## src/rtl/mac_multiplex_pkg.sv

```systemverilog
// mac_multiplex_pkg: widths, mode enum and packed-accumulator pack/unpack helpers shared by the MAC and its checker
package mac_multiplex_pkg;
  localparam int W_WIDTH = 8;
  localparam int A_WIDTH = 8;
  localparam int PLUS_WIDTH = 4;
  localparam int CONFIG_AW_WIDTH = 1;
  localparam int Z_WIDTH = W_WIDTH + A_WIDTH + 2 * PLUS_WIDTH;
  localparam int LANE_Z = Z_WIDTH / 2;
  localparam int ACC0_WIDTH = W_WIDTH + A_WIDTH + PLUS_WIDTH;
  localparam int LOW0 = ACC0_WIDTH - LANE_Z;
  localparam int PP_WIDTH = 9;
  typedef enum logic {MODE_8X8 = 1'b0, MODE_4X4 = 1'b1} mode_e;
  function automatic logic [ACC0_WIDTH-1:0] unpack_8x8(input logic [Z_WIDTH-1:0] v);
    return {v[Z_WIDTH-1:LANE_Z], v[LOW0-1:0]};
  endfunction
  function automatic logic [Z_WIDTH-1:0] pack_8x8(input logic [ACC0_WIDTH-1:0] v);
    return {v[ACC0_WIDTH-1:LOW0], {PLUS_WIDTH{1'b0}}, v[LOW0-1:0]};
  endfunction
  function automatic logic [LANE_Z-1:0] lane_of(input logic [Z_WIDTH-1:0] v, input logic hi);
    return hi ? v[Z_WIDTH-1:LANE_Z] : v[LANE_Z-1:0];
  endfunction
  function automatic logic [Z_WIDTH-1:0] pack_4x4(input logic [LANE_Z-1:0] l1, input logic [LANE_Z-1:0] l0);
    return {l1, l0};
  endfunction
  function automatic logic [ACC0_WIDTH-1:0] sx_acc(input logic [PP_WIDTH-1:0] v);
    return {{(ACC0_WIDTH-PP_WIDTH){v[PP_WIDTH-1]}}, v};
  endfunction
  function automatic logic [LANE_Z-1:0] sx_lane(input logic [PP_WIDTH-1:0] v);
    return {{(LANE_Z-PP_WIDTH){v[PP_WIDTH-1]}}, v};
  endfunction
  function automatic logic [Z_WIDTH-1:0] accumulate(input logic [Z_WIDTH-1:0] acc, input logic [Z_WIDTH-1:0] p, input mode_e m);
    logic [ACC0_WIDTH-1:0] s0;
    logic [LANE_Z-1:0] s1, s2;
    s0 = unpack_8x8(acc) + unpack_8x8(p);
    s1 = lane_of(acc, 1'b1) + lane_of(p, 1'b1);
    s2 = lane_of(acc, 1'b0) + lane_of(p, 1'b0);
    return m == MODE_8X8 ? pack_8x8(s0) : pack_4x4(s1, s2);
  endfunction
endpackage

```

## src/rtl/mac_mult_4x4.sv

```systemverilog
// mac_mult_4x4: unsigned 4-bit a times (signed or unsigned) 4-bit w partial product, forced to 0 when en is low
module mac_mult_4x4 (
  input  logic [3:0]        a,
  input  logic [3:0]        w,
  input  logic              w_signed,
  input  logic              en,
  output logic signed [8:0] p
);
  logic signed [9:0] ax, wx, full;
  assign ax = {6'b0, a};
  assign wx = {{6{w_signed & w[3]}}, w};
  assign full = ax * wx;
  assign p = en ? full[8:0] : '0;
endmodule

```

## src/rtl/mac_multiplex_1.sv

```systemverilog
// mac_multiplex_1: 8x8 or 2x(4x4) signed-weight MAC into packed 24-bit z; ports clk, rst (async low), accu_rst, config_aw, w, a -> z
module mac_multiplex_1
  import mac_multiplex_pkg::*;
(
  input  logic               clk,
  input  logic               rst,
  input  logic               accu_rst,
  input  logic               config_aw,
  input  logic [W_WIDTH-1:0] w,
  input  logic [A_WIDTH-1:0] a,
  output logic [Z_WIDTH-1:0] z
);
  logic [W_WIDTH-1:0] w_q;
  logic [A_WIDTH-1:0] a_q;
  mode_e cfg_q, cfg_q2;
  logic clr_q, cross_en, lo_signed;
  logic signed [8:0] p_ll, p_hl, p_lh, p_hh;
  logic [ACC0_WIDTH-1:0] p_full;
  logic [Z_WIDTH-1:0] prod_d, prod_q;
  assign cross_en = cfg_q == MODE_8X8;
  assign lo_signed = cfg_q == MODE_4X4;
  mac_mult_4x4 u_ll (.a(a_q[3:0]), .w(w_q[3:0]), .w_signed(lo_signed), .en(1'b1), .p(p_ll));
  mac_mult_4x4 u_hl (.a(a_q[7:4]), .w(w_q[3:0]), .w_signed(1'b0), .en(cross_en), .p(p_hl));
  mac_mult_4x4 u_lh (.a(a_q[3:0]), .w(w_q[7:4]), .w_signed(1'b1), .en(cross_en), .p(p_lh));
  mac_mult_4x4 u_hh (.a(a_q[7:4]), .w(w_q[7:4]), .w_signed(1'b1), .en(1'b1), .p(p_hh));
  always_comb begin
    p_full = sx_acc(p_ll) + (sx_acc(p_hl) << 4) + (sx_acc(p_lh) << 4) + (sx_acc(p_hh) << 8);
    prod_d = cfg_q == MODE_8X8 ? pack_8x8(p_full) : pack_4x4(sx_lane(p_hh), sx_lane(p_ll));
  end
  always_ff @(posedge clk or negedge rst) begin
    if (!rst) begin
      w_q <= '0;
      a_q <= '0;
      cfg_q <= MODE_8X8;
      cfg_q2 <= MODE_8X8;
      clr_q <= 1'b0;
      prod_q <= '0;
      z <= '0;
    end else begin
      w_q <= w;
      a_q <= a;
      cfg_q <= mode_e'(config_aw);
      clr_q <= accu_rst;
      prod_q <= prod_d;
      cfg_q2 <= cfg_q;
      z <= clr_q ? '0 : accumulate(z, prod_q, cfg_q2);
    end
  end
endmodule

```

## config.mk

```make
export PLATFORM = sky130hd
export DESIGN_NAME = mac_multiplex_1
export DESIGN_NICKNAME = d
export VERILOG_FILES = /design/src/rtl/mac_multiplex_pkg.sv /design/src/rtl/mac_mult_4x4.sv /design/src/rtl/mac_multiplex_1.sv
export SDC_FILE = /design/constraint.sdc
export NUM_CORES = 1
export LEC_CHECK = 0
export ABC_AREA = 1
export BUFFER_PORTS_ARGS = -buffer_cell sky130_fd_sc_hd__clkbuf_2
export CAP_MARGIN = 20
export CORE_MARGIN = 3
export CORE_UTILIZATION = 57
export DETAILED_ROUTE_END_ITERATION = 8
export PLACE_DENSITY = 0.78
export RECOVER_POWER = 100
export SLEW_MARGIN = 40
export SYNTH_ARGS = -nofsm -noshare
export SYNTH_HDL_FRONTEND = slang
export SYNTH_SLANG_ARGS = --single-unit
export TNS_END_PERCENT = 100
```

## constraint.sdc

```tcl
create_clock -name clk -period 7.6 [get_ports clk]
set_clock_uncertainty 0.05 [all_clocks]
set_input_delay 0.38 -clock clk [delete_from_list [all_inputs] [get_ports clk]]
set_output_delay 0.38 -clock clk [all_outputs]
set_load 0.01 [all_outputs]
```

Word-level counts from Yosys, hierarchy flattened
Cells that the tools add are included.
{ "classes": {"n_addsub": 6, "mul": 4, "div": 0, "magnitude_cmp": 0, "n_eq_ne": 0, "n_shift": 0, "n_mux": 5, "n_bitwise": 1, "reduce_logical": 0} }
{ "ops": {"columns": ["cell", "n"], "rows": [
  ["2-to-1 mux 24 bit", 3],
  ["adder 12 bit", 2],
  ["adder 20 bit", 1],
  ["adder 15 x 17 -> 18 bit", 1],
  ["multiplier 5 x 4 -> 9 bit", 2],
  ["adder 14 x 13 -> 15 bit", 1],
  ["adder 9 x 13 -> 14 bit", 1],
  ["multiplier 5 x 5 -> 9 bit", 1],
  ["2-to-1 mux 9 bit", 1],
  ["multiplier 4 x 4 -> 8 bit", 1],
  ["2-to-1 mux 8 bit", 1],
  ["bitwise AND 1 bit", 1]
]} }
{ "totals": {"ff_bits": 67, "latchBits": 0, "mem_bits_rw": 0, "mem_bits_ro": 0, "out_inout_bits": 24, "word_cells": 23, "memories": 0} }

Logic depth before layout (Yosys ltp)
{ "depth": {"word_depth": 6, "mapped_depth": 32, "ltp_nobuf": 31} }

Modules after synthesis
From an unflattened synthesis, not the netlist that was laid out.
{ "unflattened": {"cells_unflattened": 1053, "area_unflattened_um2": 7534.7} }
{ "modules_own_cells": {"columns": ["mod", "instances", "cells_each", "area_each_um2", "seq_area_each_um2"], "rows": [
  ["mac_multiplex_1", 1, 553, 4396.7, 1551.5],
  ["mac_mult_4x4", 4, 125, 784.5, 0.0]
]} }

Least setup slack after synthesis
Ideal clock, no wire load.
{ "synth_path": {"path_kind": "register to register", "start": "register w_q[3]", "end": "register prod_q[16]", "setup_ns": 0.133, "arrival_time_ns": 5.992, "required_ns": 7.417, "path_slack_ns": 1.425, "stages_incl_launch_ff": 27, "path_buffers": 1, "cell_sequence": "dfrtp_1 -> buf_2 -> nand2_1 -> inv_2 -> nand2_1 -> fa_1 -> fa_1 -> fa_1 -> inv_1 -> ha_1 -> a21oi_1 -> nand2_1 -> nand2_1 -> nand2_1 -> a21o_1 -> xor2_1 -> inv_1 -> fa_1 -> inv_1 -> fa_1 -> inv_1 -> ha_1 -> a21oi_1 -> o21ai_0 -> or2_2 -> nand3_1 -> o21ai_0"} }
{ "synth_via": {"elab_chain_cells": 6} }
{ "synth_lines": {"columns": ["element", "line_no", "text"], "rows": [
  ["from (decl)", "mac_multiplex_1.sv:13", "logic [W_WIDTH-1:0] w_q;"],
  ["from (signal assigned)", "mac_multiplex_1.sv:40", "w_q <= w;"],
  ["bitwise AND 1 bit / multiplier 4 x 4 -> 8 bit (equally long branches)", "mac_mult_4x4.sv:11, mac_mult_4x4.sv:12", null],
  ["multiplier 5 x 5 -> 9 bit / 2-to-1 mux 8 bit (equally long branches)", "mac_mult_4x4.sv:12, mac_mult_4x4.sv:13", null],
  ["adder 9 x 13 -> 14 bit *", "mac_multiplex_1.sv:27", "p_full = sx_acc(p_ll) + (sx_acc(p_hl) << 4) + (sx_acc(p_lh) << 4) + (sx_acc(p_hh) << 8);"],
  ["adder 14 x 13 -> 15 bit *", "mac_multiplex_1.sv:27", null],
  ["adder 15 x 17 -> 18 bit *", "mac_multiplex_1.sv:27", null],
  ["2-to-1 mux 24 bit *", "mac_multiplex_1.sv:28", "prod_d = cfg_q == MODE_8X8 ? pack_8x8(p_full) : pack_4x4(sx_lane(p_hh), sx_lane(p_ll));"],
  ["via prod_d[16]", "mac_multiplex_1.sv:19", "logic [Z_WIDTH-1:0] prod_d, prod_q;"],
  ["to (signal assigned)", "mac_multiplex_1.sv:44", "prod_q <= prod_d;"],
  ["to (decl)", "mac_multiplex_1.sv:19", null]
]} }
The timed path passes the listed nets; every way through them passes the cells marked *.

Worst setup path in the final report
{ "layout_path": {"start": "register cfg_q", "end": "register prod_q[19]"} }
{ "layout_via": {"elab_chain_cells": 6} }
{ "layout_lines": {"columns": ["element", "line_no", "text"], "rows": [
  ["from (decl)", "mac_multiplex_1.sv:15", "mode_e cfg_q, cfg_q2;"],
  ["from (signal assigned)", "mac_multiplex_1.sv:42", "cfg_q <= mode_e'(config_aw);"],
  ["bitwise AND 1 bit", "mac_mult_4x4.sv:11", "assign wx = {{6{w_signed & w[3]}}, w};"],
  ["multiplier 5 x 5 -> 9 bit", "mac_mult_4x4.sv:12", "assign full = ax * wx;"],
  ["adder 9 x 13 -> 14 bit", "mac_multiplex_1.sv:27", null],
  ["adder 14 x 13 -> 15 bit", "mac_multiplex_1.sv:27", null],
  ["adder 15 x 17 -> 18 bit", "mac_multiplex_1.sv:27", null],
  ["2-to-1 mux 24 bit *", "mac_multiplex_1.sv:28", null],
  ["via prod_d[19]", "mac_multiplex_1.sv:19", null]
]} }
Marked as above.

==> metrics <==
status finished, violations left; failing checks capacitance limit, slew limit; GR Util All Layers between 20% and 30%; Top-Level Pins 44; Int Pwr 1.16 mW; initial core utilization between 60% and 70%; met3 routed WL 510 um; initial antenna violation count 0; ys async rst share 100%; clock share of power 19.0%; Vias 5498; Post-DP HPWL between 10000 and 15000 um; fmax ~0.15 GHz; RD Place Congestion ~0.9; Net Count, Synth about 1100; Worst setup SP type flip-flop; Root Buffer clkbuf_16; synthesized area 0.00670 mm2; max cap viols 1; area grow syn2layout 8.34%; setup_tns 0 ns; first-pass GRT wire length 23500 um; IO Port Bufs 43; CTS buffer count 9; register area ~0.0016 mm2; crit end category flip-flop; final hold violation count 0; total congestion overflow 0; largest net degree at the start of global routing 63; Period minus WS final between 6 and 7 ns; Non-Filler Instances 1077; ratio of cells with drive above 1 in the final layout 4.91%; CORE AREA between 0.01 and 0.015 mm2; dominant synthesized flop cell dfrtp_1; normalized max-slew margin -117%; CTS resizes 0; switching pwr about 1.0 mW; Routed Antenna Nets 0; Die Ht 114 um; # placed instances 1061; met2 routed WL around 6800 um; R2R depth 27; Die ar. 0.0131 mm2; number of global-route vias before repair between 5000 and 6000; nets roughly 1100; synth warn 0; footprint of the multi-input gates 0.00435 mm2; crit path max fanout 17; number of vias per cell 5.10; number of H-tree levels 3; Avg WL per Cell 12.7 um; RSZ-0062 raised after global routing false; Final Core Density 65.0%; kind of critical path reg2reg; Hold Crit Depth 1; Initial DRC Count 314; Final period util 89.0%; Clock Pin Slew Worst Setup and Hold Paths 0.06 ns; clk sinks 62; sequential cell area fraction in the yosys report between 20% and 30%; Synth cell types 34; Final setup viols 0; WL met1 6230 um; Reg power frac 21.9%; drc violations 0; worst-margin pin slew 3.25 ns; Static Leakage between 4 and 5 nW; CTS tree yes; Die W between 100 and 150 um; Post-Syn Instances 900; routed wire length around 14000 um; type of the most critical hold path in2reg; PD cells about 300 mW/mm2; Ant. Diodes 0; highest metal used met4; # Post-CTS Setup Buffers 0; Critical Path AT 6.91 ns; syn avg cell area 7.45 um2; Worst EP required 7.75 ns; final-layout fill cell count 970; TritonRoute pass-1 iters 5; Rows 38; fin. max-slew vios 63; IR drop worst, VDD 0.219 mV; Hold-fix buffers, CTS 0; CTS Buffer Depth 2; switch share 47.4%; Post-synth EDFFs 0; Synth Register Bits 62; Comb power frac 59.0%; insertion delay to the later sink of the worst-skew pair 0.34 ns
==> per-stage QoR <==
stage | area (um2) | total power [mW] | hold WS [ns] | setup WS [ns]
5_1_grt | 7260 | 2.45 | 0.0836 | 0.324
2_1_floorplan | 6700 | 1.50 | 0.0344 | 1.42
4_1_cts | 7310 | 2.23 | 0.0810 | 0.837
3_5_place_dp | 7010 | 1.79 | 0.440 | 0.885
6_report | 7260 | 2.20 | 0.0903 | 0.839
3_3_place_gp | 7010 | 1.78 | 0.438 | 1.06
==> logic make-up after synthesis <==
family	synth area share, %
simple gates	22.2
xor+xnor	3.00
flops	23.1
buf+inv	11.8
fa+ha+maj	32.0
compound gates	7.89
==> routing by layer <==
metal	GRT usage, %	up-vias
met1	28.3	2515
met3	4.07	10
met5	0	-
met2	38.9	106
met4	5.94	0
li1	-	2867
==> power groups by stage <==
stage                     clock (mW)  sequential [mW]  combinational (mW)
after CTS                      0.425            0.483                1.32
final                          0.419            0.483                1.30
after detailed placement           0            0.490                1.30
after floorplan                    0            0.481                1.02
after global routing           0.443            0.495                1.51
after global placement             0            0.488                1.29
==> sequential cells by signal (all words and copies together) (netlist names) <==
signal and count:
cfg_q 1, w_q 8, a_q 8, z 24, cfg_q2 1, clr_q 1
prod_q 19
==> cell usage after synthesis (4+ instances only) <==
| cell | count | area share [%] |
|---|---|---|
| nand2_1 | 216 | 12 |
| dfrtp_1 | 62 | 23 |
| clkbuf_1 | 19 | 1.1 |
| a21oi_1 | 50 | 3.7 |
| xor2_1 | 13 | 1.7 |
| nand3_1 | 45 | 3.4 |
| nand4_1 | 4 | 0.37 |
| or2_2 | 5 | 0.47 |
| ha_1 | 106 | 20 |
| fa_1 | 41 | 12 |
| xnor2_1 | 10 | 1.3 |
| nor3_1 | 8 | 0.60 |
| nor2_1 | 74 | 4.1 |
| o21ai_0 | 35 | 2.6 |
| inv_1 | 181 | 10 |
==> worst max-delay path: stages, from the launching register on <==
cell and delay [ns]:
dfrtp_1 0.75, nand2_1 0.18, inv_1 0.18, nand2_1 0.10, fa_1 0.51, fa_1 0.47
fa_1 0.51, inv_1 0.04, ha_1 0.34, a21oi_1 0.19, nand2_1 0.10, nand2_1 0.08
nand2_1 0.05, a21o_1 0.15, xor2_1 0.12, buf_4 0.18, inv_1 0.20, fa_1 0.58
inv_1 0.05, fa_1 0.53, inv_1 0.04, ha_1 0.35, a21oi_1 0.20, inv_1 0.09
o21ai_0 0.26, nand4_1 0.12, nand3_1 0.09, o21ai_0 0.09
==> final timing paths <==
kind / startpoint / to / slack, ns
max: cfg_q / prod_q[19] / 0.84
min: w[7] / w_q[7] / 0.09
max reg2reg: cfg_q / prod_q[19] / 0.84
min reg2reg: prod_q[0] / z[0] / 0.53
max in group asynchronous: rst / z[20] / 4.48
min in group asynchronous: rst / z[22] / 1.15
==> layout make-up <==
type | instances | share of cell area (%)
timing repair buffer | 45 | 2.70
clock inverter | 7 | 1.02
clock buffer | 9 | 3.10
multi-input combinational | 631 | 59.9
inverter | 183 | 9.46
tap | 140 | 2.41
sequential | 62 | 21.4
==> placed cells by master (no fill, tap or decap), drive strengths merged, types with 3 or more instances in the layout <==
master,n
nand2,218
inv,184
ha,106
nor2,75
dfrtp,62
clkbuf,52
a21oi,50
nand3,46
fa,41
o21ai,37
xor2,13
xnor2,10
nor3,8
or2,6
nand4,4
clkinv,4
a21o,3
nand3b,3
o21a,3
No activity file was read; power rests on OpenSTA's default activity.
